[src/rtl/tx_frame_drain.sv]
// Drains tagged camera words from an FWFT FIFO onto the MAC transmit client.
// Pads short frames, truncates long ones, flags underruns and enforces an IFG.
module tx_frame_drain #(
    parameter int DATA_W       = 8,
    parameter int COUNT_W      = 16,
    parameter int READY_THRESH = 20,
    parameter int MIN_FRAME    = 60,
    parameter int MAX_FRAME    = 1514,
    parameter int IFG_CYCLES   = 12
) (
    input  logic               tx_clk,
    input  logic               reset_b,
    input  logic [DATA_W:0]    fifo_dout,
    input  logic               fifo_empty,
    input  logic [COUNT_W-1:0] fifo_rd_count,
    output logic               fifo_rd_en,
    output logic [DATA_W-1:0]  tx_data,
    output logic               tx_data_valid,
    input  logic               tx_ack,
    output logic               tx_underrun,
    output logic               busy,
    output logic [15:0]        frames_sent,
    output logic               underrun_err,
    output logic               trunc_err
);

    typedef enum logic [2:0] {
        IDLE,
        WAIT_ACK,
        STREAM,
        PAD,
        FLUSH,
        IFG
    } state_t;

    localparam logic [15:0]        MIN_B    = 16'(MIN_FRAME);
    localparam logic [15:0]        MAX_B    = 16'(MAX_FRAME);
    localparam logic [15:0]        IFG_LAST = 16'(IFG_CYCLES - 1);
    localparam logic [COUNT_W-1:0] THRESH   = COUNT_W'(READY_THRESH);

    state_t            state, state_n;
    logic [15:0]       byte_cnt, byte_cnt_n;
    logic [15:0]       ifg_cnt, ifg_cnt_n;
    logic              rd, valid, under, sent_inc, trunc_set;
    logic [DATA_W-1:0] data;

    logic              tag;
    logic [DATA_W-1:0] head;

    assign tag  = fifo_dout[DATA_W];
    assign head = fifo_dout[DATA_W-1:0];

    always_ff @(posedge tx_clk or negedge reset_b) begin
        if (!reset_b) begin
            state        <= IDLE;
            byte_cnt     <= '0;
            ifg_cnt      <= '0;
            frames_sent  <= '0;
            underrun_err <= 1'b0;
            trunc_err    <= 1'b0;
        end else begin
            state    <= state_n;
            byte_cnt <= byte_cnt_n;
            ifg_cnt  <= ifg_cnt_n;
            if (sent_inc)
                frames_sent <= frames_sent + 16'd1;
            if (under)
                underrun_err <= 1'b1;
            if (trunc_set)
                trunc_err <= 1'b1;
        end
    end

    always_comb begin
        state_n    = state;
        byte_cnt_n = byte_cnt;
        ifg_cnt_n  = '0;
        rd         = 1'b0;
        valid      = 1'b0;
        data       = '0;
        under      = 1'b0;
        sent_inc   = 1'b0;
        trunc_set  = 1'b0;
        unique case (state)
            IDLE: begin
                if (!fifo_empty && !tag)
                    rd = 1'b1;
                else if (!fifo_empty && tag && fifo_rd_count > THRESH)
                    state_n = WAIT_ACK;
            end
            WAIT_ACK: begin
                valid = 1'b1;
                data  = head;
                if (tx_ack && !fifo_empty) begin
                    rd         = 1'b1;
                    byte_cnt_n = 16'd1;
                    state_n    = STREAM;
                end
            end
            STREAM: begin
                if (fifo_empty) begin
                    under   = 1'b1;
                    state_n = FLUSH;
                end else if (tag && byte_cnt == MAX_B) begin
                    trunc_set = 1'b1;
                    state_n   = FLUSH;
                end else if (tag) begin
                    valid      = 1'b1;
                    data       = head;
                    rd         = 1'b1;
                    byte_cnt_n = byte_cnt + 16'd1;
                end else if (byte_cnt < MIN_B) begin
                    // delimiter arrived early: its slot becomes the first pad byte
                    valid      = 1'b1;
                    rd         = 1'b1;
                    byte_cnt_n = byte_cnt + 16'd1;
                    state_n    = PAD;
                end else begin
                    rd       = 1'b1;
                    sent_inc = 1'b1;
                    state_n  = IFG;
                end
            end
            PAD: begin
                if (byte_cnt < MIN_B) begin
                    valid      = 1'b1;
                    byte_cnt_n = byte_cnt + 16'd1;
                end else begin
                    sent_inc = 1'b1;
                    state_n  = IFG;
                end
            end
            FLUSH: begin
                if (!fifo_empty) begin
                    rd = 1'b1;
                    if (!tag)
                        state_n = IFG;
                end
            end
            IFG: begin
                byte_cnt_n = '0;
                if (ifg_cnt == IFG_LAST)
                    state_n = IDLE;
                else
                    ifg_cnt_n = ifg_cnt + 16'd1;
            end
            default: state_n = IDLE;
        endcase
    end

    // IDLE may pop delimiters, so the pop is masked while reset is held
    assign fifo_rd_en    = rd && reset_b;
    assign tx_data_valid = valid;
    assign tx_data       = data;
    assign tx_underrun   = under;
    assign busy          = (state != IDLE);

endmodule

[config.mk]
export PLATFORM = sky130hd
export DESIGN_NAME = tx_frame_drain
export DESIGN_NICKNAME = d
export VERILOG_FILES = /design/src/rtl/tx_frame_drain.sv
export SDC_FILE = /design/constraint.sdc
export NUM_CORES = 1
export LEC_CHECK = 0
export CAP_MARGIN = 20
export CORE_MARGIN = 10
export CORE_UTILIZATION = 52
export DETAILED_ROUTE_END_ITERATION = 12
export HOLD_SLACK_MARGIN = 0.12
export PLACE_DENSITY = 0.81
export SLEW_MARGIN = 20
export SYNTH_ARGS = -nofsm -noshare
export SYNTH_HDL_FRONTEND = slang
export SYNTH_SLANG_ARGS = --single-unit
[constraint.sdc]
create_clock -name tx_clk -period 2.7 [get_ports tx_clk]
set_clock_uncertainty 0.15 [all_clocks]
set_input_delay 0.27 -clock tx_clk [delete_from_list [all_inputs] [get_ports tx_clk]]
set_output_delay 0.27 -clock tx_clk [all_outputs]
set_load 0.05 [all_outputs]
# Word-level counts from Yosys, hierarchy flattened
# Cells that the tools add are included.
[classes] addsub=3 order_cmp=2 n_eq_ne=17 muxes=45 n_reduce_logical=13
[ops] op="$mux 16" n=7
[ops] op="$pmux 16 s4" n=1
[ops] op="$add 16x1->16 const B" n=3
[ops] op="$mux 3" n=11
[ops] op="$mux 8" n=3
[ops] op="$mux 1" n=18
[ops] op="$ne 2x2->1 const B" n=9
[ops] op="$pmux 3 s6" n=1
[ops] op="$eq 16x11->1 const B" n=1
[ops] op="$eq 16x4->1 const B" n=1
[ops] op="$gt 16x5->1 const B" n=1
[ops] op="$lt 16x6->1 const B" n=1
[ops] op="$pmux 8 s2" n=1
[ops] op="$reduce_and 8->1" n=1
[ops] op="$eq 3x2->1 const B" n=2
[ops] op="$eq 3x3->1 const B" n=2
[ops] op="$logic_and 1x1->1" n=6
[ops] op="$ne 4x4->1 const B" n=1
[ops] op="$pmux 1 s4" n=1
[ops] op="$reduce_and 4->1" n=1
[ops] op="$reduce_bool 4->1" n=1
[ops] op="$eq 3x1->1 const B" n=1
[ops] op="$logic_not 3->1" n=1
[ops] op="$pmux 1 s3" n=1
[ops] op="other kinds (3)" n=4
[totals] reg_bits=53 in_bits=29 output_inout_bits=30 elab_cells=86

# Depth between registers and ports, before layout
[logic_depth] ltp_word=6 mapped_depth=9 mapped_depth_nobuf=8

# Worst setup path after synthesis
# OpenSTA, ideal clock, no wires.
[synth_path] path_kind="register to output" start="register byte_cnt[9]" end="output tx_data_valid" arrival_time_ns=2.237 required_time_ns=2.280 path_slack_ns=0.043 stages_incl_launch_ff=6 n_path_buf=1 cell_sequence="dfrtp_1 -> buf_6 -> or4_4 -> and4b_1 -> o2111ai_1 -> a21oi_1"
[synth_via] elab_chain_cells=6 elab_cells_between_ends=8 classes_between="order compare (1); eq/ne (1); mux (5); reduce/logical (1)"
[synth_rtl] item="from (decl)" line="42" source="logic [15:0] byte_cnt, byte_cnt_n;"
[synth_rtl] item="from (signal assigned)" line="63" source="byte_cnt <= byte_cnt_n;"
[synth_rtl] item="$lt 16x6->1" line="112, 125"
[synth_rtl] item="$mux 1" line="112, 125"
[synth_rtl] item="$mux 1" line="107" source="end else if (tag) begin"
[synth_rtl] item="$mux 1" line="104" source="end else if (tag && byte_cnt == MAX_B) begin"
[synth_rtl] item="$mux 1" line="101" source="if (fifo_empty) begin"
[synth_rtl] item="$pmux 1 s3 *" line="84" source="unique case (state)"
[synth_rtl] item="to (decl)" line="18" source="output logic tx_data_valid,"
# Mark *: on every way between the ends. The rest lies on a longest branch, timed or not.

# Final worst setup path
[layout_path] start="register byte_cnt[12]" end="output tx_data[2]"
[layout_via] elab_chain_cells=5
[layout_rtl] item="$eq 16x11->1" line="104"
[layout_rtl] item="$logic_and 1x1->1" line="104"
[layout_rtl] item="$mux 8" line="104"
[layout_rtl] item="$mux 8" line="101"
[layout_rtl] item="$pmux 8 s2" line="84"
[layout_rtl] item="to (decl)" line="17" source="output logic [DATA_W-1:0] tx_data,"
# No other way between the ends.

==> results.txt <==
After detailed routing, the number of remaining DRC violations is 0. At the end of routability-driven placement, the weighted congestion stood at 0.914. After layout, the design draws a total of 2.92 mW.

The worst hold path stage count was 1; the number of detailed-routing iterations run before antenna repair was 5. In this run the remaining antenna-violating nets after routing total 0. The floorplan step set the die width to 96.4 microns.

The average routed wire per standard cell works out to 16.7 microns. The most common cell in the synthesized netlist is dfrtp_1. The final reports fail on setup timing. The number of port buffers was 58.

Total count of hold-check failures in the final report: 0. The logs give 0.00403 sq mm for the final design area excluding fillers and 331 for the post-synthesis instance total. Summed over all cells, the static leakage comes to 1.71 nW. The final worst setup slack was -0.0613 ns. Worst vdd rail ir drop: 0.000545 V. The initial cell density of the core is 0.544. The repair_antennas step left the layout with diodes totalling 0. For this run, the number of Yosys warnings is 0. The commonest cells after synthesis are dfrtp_1, nor2_1, nand2_1. The portion of the post-synthesis area used by sequential elements is 0.437. After legalization and detailed placement, the total HPWL measured 5800 microns.

The time the worst path needs with I/O delays and setup came out at 2.76 ns. The final cell count without fillers was 482; the peak fanout along the critical path was 8. The routed layout has 2866 vias. The type of the worst setup path was reg2out. The all-layer global routing usage is 0.168, and the maximum buffer depth of the clock tree is 2.

The total of max-cap violations came out at 0. Clock latency on the worst-skew pair, taken at its later pin, is 0.31 ns. The logs give 0 for the final max-slew violation count and 27 for the total number of placement rows. For this run, the leading register cell type out of synthesis is dfrtp_1. The logic depth of the worst register-to-register path is 8.

During I/O placement, the number of pins put on the boundary was 59. Setup repair after global routing could not meet its margin everywhere. From bottom edge to top edge, the die measures 96.4 microns.

The tools report the kind of start point of the critical path as a flop. Core area: 0.00557 sq mm. Transition at the pin with the smallest max-transition slack: 0.719 ns. Counting every sink on the clock net gives 53. For this run the aggregate overflow at the end of global routing stands at 0. The share of async-settable or async-resettable flops after synthesis was 1.00; the number of distinct library cells after synthesis was 53.

For the worst setup path, the data required time is 2.28 ns. The data arrival time at the worst-slack endpoint was 2.34 ns. The tools report the maximum clock frequency as 362 MHz.

The global-route wire length before repair came out at 12600 microns. The final core area utilization was 0.723. Endpoint class of the critical path: an output pin.

Cell taking the most area after synthesis: dfrtp_1. The min-delay analysis places its worst path in the category reg2reg. The mapped netlist covers 0.00303 sq mm. The power density of the placed cells is 725 mW/mm^2, and the via count of the first global-routing pass is 2704.

In this run, the number of DRC markers left after iteration 0 of detailed routing was 315. The tools report the final setup TNS as -0.452 ns. Yosys attributes the largest share of cell area to dfrtp_1, nor2_1, xor2_1, xnor2_1, nand2_1. Setup violations remaining at the end of the flow were counted as 8. Dividing the detail-routed via count by the number of cells gives 5.95.

Mean area per synthesized cell: 9.16 sq um. The H-tree depth reported by CTS was 2; the number of antenna violations at the first check in global routing was 0. The logs give 442 for the net count reported at finish and 0.00928 sq mm for the die outline area. In this run, synthesis produced a sequential element count of 53. Summed over all layers, the routed wires come to 8060 microns. Clock tree synthesis selected as its root buffer the cell clkbuf_8. Entering global routing, the biggest net connects 54 pins. Share of final-layout standard cells stronger than drive strength 1: 0.141. Summing all placed instances gives a cell area of 0.00384 sq mm.

The TritonCTS buffer count came out at 5. The tools report the number of cells after detailed placement as 465. The run finished, with violations left. When the netlist entered floorplanning its net count stood at 364. TritonCTS built the clock tree. The top cell type's share of synthesized area is 0.437, and the synthesis-to-layout area growth is 32.9%. The count of flip-flops with a built-in enable after synthesis is 0.

The relative max-transition margin is 0.520. After clock tree synthesis, the clock-pin slew on the worst setup and hold paths is 0.09 ns. The final cycle utilization of the critical path came out at 1.02.
==> worst paths after layout <==
path | from | to | slack, ns
min reg2reg | trunc_err | trunc_err | 0.33
min in group asynchronous | reset_b | trunc_err | 0.48
max | byte_cnt[12] | tx_data[2] | -0.06
max reg2reg | byte_cnt[12] | byte_cnt[10] | 0.06
min | trunc_err | trunc_err | 0.33
max in group asynchronous | reset_b | byte_cnt[13] | 1.41
==> what timing repair did <==
item                                   4_1_cts  5_1_grt
resized for setup                            4        4
hold buffers                                 1        0
endpoints found under the hold margin       53        0
pin swaps                                    2        2
setup buffers                                6        2
setup endpoints to repair                   10       13
==> sequential cells by signal (all words and copies together), names as in the netlist <==
register      flops
ifg_cnt          16
underrun_err      1
frames_sent      16
byte_cnt         16
trunc_err         1
state             3
==> through the flow <==
stage | setup slack (ns) | hold slack [ns]
floorplan | 0.0431 | -0.176
global placement | 0.105 | 0.296
detailed placement | 0.0422 | 0.302
CTS | -0.0401 | 0.334
global route | -0.130 | 0.349
finish | -0.0613 | 0.332
==> layout by cell type (no fill, tap or decap), types with 3 or more instances in the layout <==
master	n
dfrtp_1	52
clkdlybuf4s50_1	46
nor2_1	35
nand2_1	25
buf_4	21
a21oi_1	18
o21ai_1	16
nand3_1	15
xor2_1	15
nand4_1	14
xnor2_1	12
o21ai_0	11
buf_12	10
nor2b_1	9
inv_1	9
and3_1	9
nor3_1	8
nor4_1	6
o31ai_1	6
clkbuf_8	5
nand2b_1	4
and2_1	4
a31oi_1	4
ha_1	4
nand4b_1	3
or3_1	3
o21a_1	3
a21o_1	3
==> cells by family (layout without fill, tap and decap cells) <==
| kind of cell | count (synthesis) | in the layout | synth area share |
|---|---|---|---|
| AOI/OAI and AO/OA | 78 | 78 | 0.168 |
| xor gates and xnor gates | 27 | 27 | 0.0780 |
| and+or+nand+nor | 149 | 149 | 0.267 |
| adders and majority gates | 4 | 4 | 0.0165 |
| muxes | 1 | 1 | 0.00371 |
| buffers and inverters | 19 | 98 | 0.0297 |
| DFF | 53 | 53 | 0.437 |
==> critical path, stage by stage, from the launching register on <==
cell     delay (ns)
dfrtp_1        0.41
or4bb_1        0.54
or4_4          0.58
nand2_4        0.10
o21a_4         0.17
nor2b_1        0.09
buf_12         0.15
==> per-layer routing <==
layer  wire, microns  up-vias  track usage
met1            3400     1372        0.212
li1                -     1348            -
met5               0        -            0
met3             579       14       0.0350
met2            3940      132        0.283
met4             139        0       0.0508
==> area by class of cell <==
| class | instances | area [sq um] |
|---|---|---|
| Sequential cell | 53 | 1330 |
| Inverter | 9 | 33.8 |
| Fill cell | 412 | 1550 |
| Timing Repair Buffer | 81 | 856 |
| Clock buffer | 6 | 72.6 |
| Tap cell | 72 | 90.1 |
| Clock inverter | 2 | 13.8 |
| Multi-Input combinational cell | 259 | 1640 |
==> power breakdown <==
part / internal [mW] / switching (mW) / total (mW)
sequential: 0.857 / 0.105 / 0.962
clock: 0.186 / 0.269 / 0.455
combinational: 0.624 / 0.880 / 1.50
Note: power is estimated with default switching activity, not from simulation.
